<file path="src/rtl/imem_boot_loader_pkg.sv">
// Shared definitions for the instruction-memory boot loader: FSM state
// encoding, default frame start byte and the running checksum helper.
package imem_boot_loader_pkg;

    typedef enum logic [2:0] {
        ST_IDLE   = 3'd0,
        ST_CNT_HI = 3'd1,
        ST_CNT_LO = 3'd2,
        ST_LOAD   = 3'd3,
        ST_CHK    = 3'd4,
        ST_RUN    = 3'd5,
        ST_ERR    = 3'd6
    } state_e;

    localparam logic [7:0] MAGIC_DEFAULT = 8'hA5;

    // Frame checksum is a plain XOR of every word byte.
    function automatic logic [7:0] chk_update(input logic [7:0] chk, input logic [7:0] data);
        return chk ^ data;
    endfunction

endpackage

</file>
<file path="src/rtl/imem_boot_loader_word_assembler.sv">
// Collects word bytes MSB-first into 32-bit words and keeps the running
// XOR checksum of every byte seen since the last clear.
module imem_boot_loader_word_assembler
    import imem_boot_loader_pkg::*;
(
    input  logic        clock,
    input  logic        reset,
    input  logic        clear_i,
    input  logic        byte_valid_i,
    input  logic [7:0]  byte_data_i,
    output logic        word_valid_o,
    output logic [31:0] word_o,
    output logic [7:0]  chk_o
);

    logic [23:0] shift_q, shift_d;
    logic [1:0]  byte_cnt_q, byte_cnt_d;
    logic [7:0]  chk_q, chk_d;

    // Next-state for shift register, byte counter and checksum.
    always_comb begin
        shift_d    = shift_q;
        byte_cnt_d = byte_cnt_q;
        chk_d      = chk_q;
        if (clear_i) begin
            shift_d    = 24'd0;
            byte_cnt_d = 2'd0;
            chk_d      = 8'd0;
        end else if (byte_valid_i) begin
            shift_d    = {shift_q[15:0], byte_data_i};
            byte_cnt_d = byte_cnt_q + 2'd1;
            chk_d      = chk_update(chk_q, byte_data_i);
        end else begin
            shift_d    = shift_q;
            byte_cnt_d = byte_cnt_q;
            chk_d      = chk_q;
        end
    end

    // The fourth byte completes a word; the word is the three held bytes plus the incoming one.
    assign word_valid_o = byte_valid_i && !clear_i && (byte_cnt_q == 2'd3);
    assign word_o       = {shift_q, byte_data_i};
    assign chk_o        = chk_q;

    // Assembler state registers with synchronous reset.
    always_ff @(posedge clock) begin
        if (reset) begin
            shift_q    <= 24'd0;
            byte_cnt_q <= 2'd0;
            chk_q      <= 8'd0;
        end else begin
            shift_q    <= shift_d;
            byte_cnt_q <= byte_cnt_d;
            chk_q      <= chk_d;
        end
    end

endmodule

</file>
<file path="src/rtl/imem_boot_loader.sv">
// Boot loader in front of the MIPS core: parses a framed byte stream,
// writes the image into instruction memory from word 0 and releases the
// CPU reset only after a checksum-valid frame has been fully loaded.
module imem_boot_loader
    import imem_boot_loader_pkg::*;
#(
    parameter int unsigned ADDR_W  = 8,
    parameter int unsigned TIMEOUT = 1024,
    parameter logic [7:0]  MAGIC   = MAGIC_DEFAULT
) (
    input  logic              clock,
    input  logic              reset,
    input  logic              in_valid,
    input  logic [7:0]        in_data,
    output logic              in_ready,
    output logic              imem_we,
    output logic [ADDR_W-1:0] imem_addr,
    output logic [31:0]       imem_wdata,
    output logic              cpu_reset,
    output logic              done,
    output logic              error
);

    // Word index carries one extra bit so a full 2**ADDR_W image never wraps.
    localparam int unsigned IDX_W    = ADDR_W + 1;
    localparam int unsigned TO_W     = $clog2(TIMEOUT + 1);
    localparam logic [16:0] CAPACITY = 17'd1 << ADDR_W;

    state_e            state_q, state_d;
    logic [15:0]       n_q, n_d;
    logic [IDX_W-1:0]  idx_q, idx_d;
    logic [TO_W-1:0]   to_q, to_d;

    logic              in_ready_q;
    logic              imem_we_q;
    logic [ADDR_W-1:0] imem_addr_q;
    logic [31:0]       imem_wdata_q;
    logic              cpu_reset_q;
    logic              done_q;
    logic              error_q;

    logic              fire_s;
    logic              load_byte_s;
    logic              timing_s;
    logic [15:0]       n_full_s;
    logic [16:0]       idx_next_s;
    logic              last_word_s;
    logic              asm_valid_s;
    logic [31:0]       asm_word_s;
    logic [7:0]        asm_chk_s;

    assign fire_s      = in_valid && in_ready_q;
    assign load_byte_s = fire_s && (state_q == ST_LOAD);
    assign timing_s    = (state_q == ST_CNT_HI) || (state_q == ST_CNT_LO) ||
                         (state_q == ST_LOAD)   || (state_q == ST_CHK);
    assign n_full_s    = {n_q[15:8], in_data};
    assign idx_next_s  = 17'(idx_q) + 17'd1;
    assign last_word_s = (idx_next_s == {1'b0, n_q});

    imem_boot_loader_word_assembler u_asm (
        .clock        (clock),
        .reset        (reset),
        .clear_i      (state_q == ST_IDLE),
        .byte_valid_i (load_byte_s),
        .byte_data_i  (in_data),
        .word_valid_o (asm_valid_s),
        .word_o       (asm_word_s),
        .chk_o        (asm_chk_s)
    );

    // Frame parser next-state, word index and inter-byte timeout.
    always_comb begin
        state_d = state_q;
        n_d     = n_q;
        idx_d   = idx_q;
        to_d    = to_q;

        case (state_q)
            ST_IDLE: begin
                if (fire_s && (in_data == MAGIC)) begin
                    state_d = ST_CNT_HI;
                end else begin
                    state_d = ST_IDLE;
                end
            end
            ST_CNT_HI: begin
                if (fire_s) begin
                    n_d     = {in_data, 8'd0};
                    state_d = ST_CNT_LO;
                end else begin
                    state_d = ST_CNT_HI;
                end
            end
            ST_CNT_LO: begin
                if (fire_s) begin
                    n_d = n_full_s;
                    if ((n_full_s == 16'd0) || ({1'b0, n_full_s} > CAPACITY)) begin
                        state_d = ST_ERR;
                    end else begin
                        state_d = ST_LOAD;
                    end
                end else begin
                    state_d = ST_CNT_LO;
                end
            end
            ST_LOAD: begin
                if (asm_valid_s) begin
                    idx_d = idx_q + IDX_W'(1);
                    if (last_word_s) begin
                        state_d = ST_CHK;
                    end else begin
                        state_d = ST_LOAD;
                    end
                end else begin
                    state_d = ST_LOAD;
                end
            end
            ST_CHK: begin
                if (fire_s) begin
                    if (in_data == asm_chk_s) begin
                        state_d = ST_RUN;
                    end else begin
                        state_d = ST_ERR;
                    end
                end else begin
                    state_d = ST_CHK;
                end
            end
            ST_RUN: begin
                state_d = ST_RUN;
            end
            ST_ERR: begin
                state_d = ST_ERR;
            end
            default: begin
                state_d = ST_ERR;
            end
        endcase

        // Idle cycles inside a frame are counted; the TIMEOUT-th one aborts the frame.
        if (timing_s) begin
            if (fire_s) begin
                to_d = '0;
            end else begin
                to_d = to_q + TO_W'(1);
                if (to_q == TO_W'(TIMEOUT - 1)) begin
                    state_d = ST_ERR;
                end else begin
                    state_d = state_d;
                end
            end
        end else begin
            to_d = '0;
        end
    end

    // State, counters and registered outputs.
    always_ff @(posedge clock) begin
        if (reset) begin
            state_q      <= ST_IDLE;
            n_q          <= 16'd0;
            idx_q        <= '0;
            to_q         <= '0;
            in_ready_q   <= 1'b1;
            imem_we_q    <= 1'b0;
            imem_addr_q  <= '0;
            imem_wdata_q <= 32'd0;
            cpu_reset_q  <= 1'b1;
            done_q       <= 1'b0;
            error_q      <= 1'b0;
        end else begin
            state_q      <= state_d;
            n_q          <= n_d;
            idx_q        <= idx_d;
            to_q         <= to_d;
            in_ready_q   <= (state_d != ST_RUN) && (state_d != ST_ERR);
            cpu_reset_q  <= (state_d != ST_RUN);
            done_q       <= (state_d == ST_RUN);
            error_q      <= (state_d == ST_ERR);
            imem_we_q    <= asm_valid_s;
            if (asm_valid_s) begin
                imem_addr_q  <= idx_q[ADDR_W-1:0];
                imem_wdata_q <= asm_word_s;
            end
        end
    end

    assign in_ready   = in_ready_q;
    assign imem_we    = imem_we_q;
    assign imem_addr  = imem_addr_q;
    assign imem_wdata = imem_wdata_q;
    assign cpu_reset  = cpu_reset_q;
    assign done       = done_q;
    assign error      = error_q;

endmodule

</file>
<file path="config.mk">
export PLATFORM = sky130hd
export DESIGN_NAME = imem_boot_loader
export DESIGN_NICKNAME = d
export VERILOG_FILES = /design/src/rtl/imem_boot_loader_pkg.sv /design/src/rtl/imem_boot_loader_word_assembler.sv /design/src/rtl/imem_boot_loader.sv
export SDC_FILE = /design/constraint.sdc
export NUM_CORES = 1
export LEC_CHECK = 0
export ABC_AREA = 1
export CORE_MARGIN = 1
export CORE_UTILIZATION = 56
export CTS_CLUSTER_SIZE = 20
export DETAILED_ROUTE_END_ITERATION = 10
export HOLD_SLACK_MARGIN = 0.15
export PLACE_DENSITY = 0.8
export SYNTH_ARGS = -nofsm -noshare
export SYNTH_HDL_FRONTEND = slang
export SYNTH_SLANG_ARGS = --single-unit
</file>
<file path="constraint.sdc">
create_clock -name clock -period 2.4 [get_ports clock]
set_input_delay 0.48 -clock clock [delete_from_list [all_inputs] [get_ports clock]]
set_output_delay 0.48 -clock clock [all_outputs]
set_load 0.03 [all_outputs]
</file>
**After elaboration in Yosys (flattened, before gate mapping)**

Index checks and enable logic that the tools add are counted.
Widths: inputs -> output; s select.

- Add/subtract/negate cells: 4
- Order comparisons: 1
- Equal/unequal tests: 16
- Multiplexer cells: 15
- Bitwise logic cells: 3
- Reductions and logical operators: 19

Operators by type and width:

| operator | number |
|---|---|
| $pmux 16 s2 | 1 |
| $mux 3 | 8 |
| $pmux 3 s6 | 1 |
| $eq 10x16->1 | 1 |
| $gt 16x9->1 const B | 1 |
| $logic_not 16->1 | 1 |
| $mux 16 | 1 |
| $eq 3x3->1 const B | 4 |
| $add 11x1->11 const B | 1 |
| $eq 11x10->1 const B | 1 |
| $add 9x1->10 const B | 1 |
| $add 9x1->9 const B | 1 |
| $eq 8x8->1 | 1 |
| $eq 8x8->1 const B | 1 |
| $mux 8 | 1 |
| $xor 8x8->8 | 1 |
| $eq 3x2->1 const B | 2 |
| $logic_and 1x1->1 | 6 |
| $ne 3x3->1 const B | 2 |
| $reduce_and 3->1 | 2 |
| $logic_or 1x1->1 | 4 |
| $mux 2 | 2 |
| $ne 2x2->1 const B | 2 |
| $eq 3x1->1 const B | 1 |
| other kinds (10) | 11 |

- Register bits after elaboration: 118
- Bits of input ports: 11
- Output and inout bits: 45
- Logic and storage cells: 73

**Depth between registers and ports, before layout**

- Depth after elaboration: 11
- Depth in mapped cells: 14
- Gate-level depth less buffers: 14

**Cells and area by module**

From an unflattened synthesis, not the netlist that was laid out.

- Cells, all modules: 714
- Area total of the unflattened synthesis: 5,131.2 sq um

By module, submodules not included:

| module | instances | cells each | area each (sq um) |
|---|---|---|---|
| imem_boot_loader | 1 | 546 | 3,741.1 |
| imem_boot_loader_word_assembler | 1 | 168 | 1,390.1 |

**Worst setup path after synthesis**

No wires, ideal clock.

- Kind: register to register
- Start: register idx_q[0]
- End: register error_q (netlist: error)
- Arrival time: 1.617 ns
- Data required time: 2.285 ns
- Path slack: 0.668 ns
- Stages on the path, launching flop included: 12
- Buffers on the path: 0
- Clock period less this slack: 1.732 ns
- Path through: dfxtp_1 -> ha_1 -> nand2_1 -> inv_1 -> nand4_1 -> nand3_1 -> nand2_1 -> nor2_2 -> nand3_2 -> nand2_2 -> nand2_2 -> and2_1

- Longest elaborated chain between the ends: 9

RTL lines:

| element | RTL line | text |
|---|---|---|
| start, declared | imem_boot_loader.sv:31 | `logic [IDX_W-1:0] idx_q, idx_d;` |
| start signal, assigned | imem_boot_loader.sv:174 | `idx_q <= idx_d;` |
| $add 9x1->10 * | imem_boot_loader.sv:57 | `assign idx_next_s = 17'(idx_q) + 17'd1;` |
| $eq 10x16->1 * | imem_boot_loader.sv:58 | `assign last_word_s = (idx_next_s == {1'b0, n_q});` |
| $mux 3 * | imem_boot_loader.sv:109 | `if (last_word_s) begin` |
| $mux 3 * | imem_boot_loader.sv:107 | `if (asm_valid_s) begin` |
| $pmux 3 s6 * | imem_boot_loader.sv:78 | `case (state_q)` |
| $mux 3 | imem_boot_loader.sv:146 | `if (to_q == TO_W'(TIMEOUT - 1)) begin` |
| $mux 3 | imem_boot_loader.sv:142 | `if (fire_s) begin` |
| $mux 3 * | imem_boot_loader.sv:141 | `if (timing_s) begin` |
| $eq 3x3->1 * | imem_boot_loader.sv:179 | `error_q <= (state_d == ST_ERR);` |
| end signal, assigned | imem_boot_loader.sv:179 |  |
| end, declared | imem_boot_loader.sv:40 | `logic error_q;` |

Every way passes the cells marked *; elsewhere a longest branch is shown, timed or not.
A chain may end at the register's enable or synchronous reset.

**Final worst setup path**

- Start: register idx_q[1]
- End: register error_q (netlist: error)

The elaborated chain is that of the path after synthesis.

==> impl_metrics.py <==
metrics = {
    "power_and_ir_drop": {
        "ir_drop_mv": 0.4279,
        "seqPwrFrac_pct": 43.0,
        "switching_share_pct": 21.55,
        "p_leak_nw": 2.243,
        "power_mw": 4.560,
        "cell_internal_pwr_mw": 3.578,
        "clock_power_share_pct": 55.2,
        "p_per_area_nw_per_um2": 737.8,
        "switchingPower_mw": 0.9825,
        "pwr-share-comb_pct": 1.9,
    },
    "sta": {
        "grt_setup_unrepaired": "false",
        "fmax_mhz": 471.3,
        "relSlewSlack_pct": 59.10,
        "slew_violations": 0,
        "fin_tns_setup_ns": 0,
        "skew_ns": 0.009214,
        "period_share_pct": 88.41,
        "fin_crit_ns": 2.122,
        "finalHoldViolCount": 0,
        "setup-violations-final": 0,
        "worst_pin_slew_ns": 0.6128,
    },
    "final_layout": {
        "num_antenna_cells": 0,
        "layout-drive-gt1-share_pct": 11.53,
        "most-common-layout-cells": "118 x dfxtp_1, 110 x nand2_1, 82 x a21oi_1, 66 x o21ai_0",
        "layout_commonest_cell": "dfxtp_1",
        "area_growth_pct": 25.86,
        "finalNetCount": 712,
    },
    "detailed_routing": {
        "vias": 4518,
        "drc": 0,
        "routed_via_density": 5.537,
        "wirelength_mm": 12.28,
        "drt_iter0_drc": 242,
        "ant_nets": 0,
        "dr.pass1.iters": 5,
        "wl_per_cell_um": 15.05,
    },
    "critical_path": {
        "start_kind": "flip-flop",
        "cp_slowest_stage_delay_ns": 0.51,
        "reg2reg_slack_ns": 0.28,
        "cp.depth": 13,
        "cp_cell_sequence": "ha_1 -> inv_1 -> nand2_1 -> nand2_1 -> nand2_1 -> nand2_1 -> nor2_1 -> nand3_1 -> nor2_4 -> nand3_2 -> nand2_2 -> nand2_2 -> and2_1",
        "worstRegToRegCells": 13,
        "arrival_ns": 2.53,
        "worstPathRequired_ns": 2.81,
        "cp_num_buf_inv": 1,
        "end_kind": "flip-flop",
        "slowest_stage": "dfxtp_1",
        "path_delay_family": "simple AND/OR/NAND/NOR gates",
        "crit_type": "flip-flop to flip-flop",
        "worstPathMaxFanout": 7,
        "critical_path.most_common_cell": "nand2_1",
    },
    "clock_network": {
        "postCtsSetupBuffers": 0,
        "clockRootBuffer": "clkbuf_8",
        "cts_max_level": 4,
        "cts_tree": "built",
        "cts_sinks": 118,
        "clk_pin_slew_worst_paths_ns": 0.06,
        "cts_buffer_depth": 2,
        "cts_buffers": 17,
        "ctsHoldBuffers": 0,
        "worstSkewPairLatency_ns": 0.52,
        "cts_resized": 0,
    },
    "job": {
        "cap_violations": 0,
    },
    "die": {
        "coreArea_um2": 8341,
        "rows": 33,
        "die-area_um2": 9148,
        "initial_core_util_pct": 58.88,
        "io_pins": 56,
        "die_y_um": 95.65,
        "die_w_um": 95.65,
    },
    "yosys": {
        "synth_cell_types": 36,
        "synth_top_family_by_area": "simple AND/OR/NAND/NOR gates",
        "yosys_warnings": 0,
        "syn-num-nets": 656,
        "syn_avg_cell_area_um2": 7.649,
        "synth_simple_gate_area_share_pct": 23.57,
        "ys_seq_area_share_pct": 48.10,
        "synth_fa_ha_area_share_pct": 0.7643,
        "synth_xor_area_share_pct": 1.962,
        "syn_area_um2": 4911,
        "synthCells": 642,
        "synth_compound_area_share_pct": 17.53,
        "muxShareOfSynthArea_pct": 0,
        "synth-seq-cells": 118,
    },
    "place": {
        "dp_hpwl_mm": 8.196,
        "portBuffers": 55,
        "gp_congestion": 0.8668,
    },
    "global_route": {
        "grt_start_max_net_pins": 37,
        "grt_pass1_wl_mm": 20.17,
        "overflow": 0,
        "antenna_found_initial": 0,
        "grt_use_total_pct": 29.06,
        "grt_pass1_vias": 4349,
    },
    "outcome": {
        "outcome": "completed",
    },
    "worst_hold_path": {
        "hold_depth": 2,
        "hold_class": "flip-flop to flip-flop",
    },
}
metrics by stage:
| step | cells | util [%] | instance area [um2] | setup slack [ns] | hold WS [ns] |
|---|---|---|---|---|---|
| CTS | 816 | 74.11 | 6181 | 0.2985 | 0.4616 |
| floorplan | 642 | - | 4911 | 0.6680 | 0.4175 |
| detailed placement | 784 | 66.97 | 5585 | 0.1561 | 0.4511 |
| global route | 816 | 74.11 | 6181 | 0.1107 | 0.4866 |
| finish | 816 | 74.11 | 6181 | 0.2781 | 0.4579 |
| global placement | 784 | 66.97 | 5585 | 0.1843 | 0.4242 |
state kept, by name, indices dropped and copies added, names as in the netlist, 2 cells and up:
| name | cells |
|---|---|
| u_asm.chk_o | 8 |
| state_q | 3 |
| imem_wdata | 32 |
| n_q | 16 |
| u_asm.byte_cnt_q | 2 |
| imem_addr | 8 |
| idx_q | 9 |
| to_q | 11 |
| u_asm.shift_q | 24 |
worst paths after layout:
kind	from	to
hold reg to reg	u_asm.shift_q[15]	imem_wdata[23]
setup reg to reg	idx_q[1]	error
hold / removal	u_asm.shift_q[15]	imem_wdata[23]
setup / recovery	idx_q[1]	error
power by group through the flow:
stage	Combinational (mW)	Clock [mW]	Sequential, mW
after floorplan	0.0425	0	2.00
after global placement	0.0818	0	2.00
after detailed placement	0.0825	0	2.00
after global routing	0.0898	2.64	1.96
after CTS	0.0831	2.53	1.96
final	0.0853	2.52	1.96
logic make-up (layout without fill, tap and decap cells):
family	after synthesis	in the layout
and+or+nand+nor	247	247
DFF	118	118
adders and majority gates	3	3
buffers and inverters	98	167
xor gates and xnor gates	11	11
AOI/OAI and AO/OA	165	165
worst register-to-register path, cell delays in order, from the launching register on:
cell and delay [ns]:
dfxtp_1 0.51, ha_1 0.31, inv_1 0.06, nand2_1 0.09, nand2_1 0.08, nand2_1 0.06
nand2_1 0.05, nor2_1 0.15, nand3_1 0.14, nor2_4 0.10, nand3_2 0.14, nand2_2 0.13
nand2_2 0.05, and2_1 0.16
synth_stat cells, drive strengths merged:
cell,instances,area [um2]
a31oi,4,25.02
or2,2,12.51
nor2,54,247.7
a211oi,6,45.04
dfxtp,118,2362
nor3b,1,7.510
nand3b,1,7.510
ha,3,37.54
buf,11,60.05
nand4,7,43.79
and2,1,6.260
inv,60,225.2
nand3,53,302.8
a21oi,83,426.7
xor2,5,43.79
nor3,9,50.05
a21o,1,7.510
clkinv,3,11.26
o22ai,1,6.260
nand2,119,479.2
clkbuf,24,100.1
o21ai,70,350.3
xnor2,6,52.55
metal layers:
metal  share of wire (%)  track usage [%]  routed length (um)  vias up
li1                    -                -                   -     2227
met1                  43            36.07                5223     2080
met2                  48            48.15                5859      181
met3                 7.3            6.619                 901       30
met4                 2.4            12.69                 292        0
met5                   0                0                   0        -
final cells by class:
cell class | count | area, um2
clock inverter | 14 | 177.7
tap | 105 | 131.4
sequential | 118 | 2362
inverter | 63 | 236.5
fill | 636 | 2160
clock buffer | 18 | 417.9
multi-input combinational | 426 | 2152
timing repair buffer | 72 | 703.2
(Power assumes the default switching activity.)
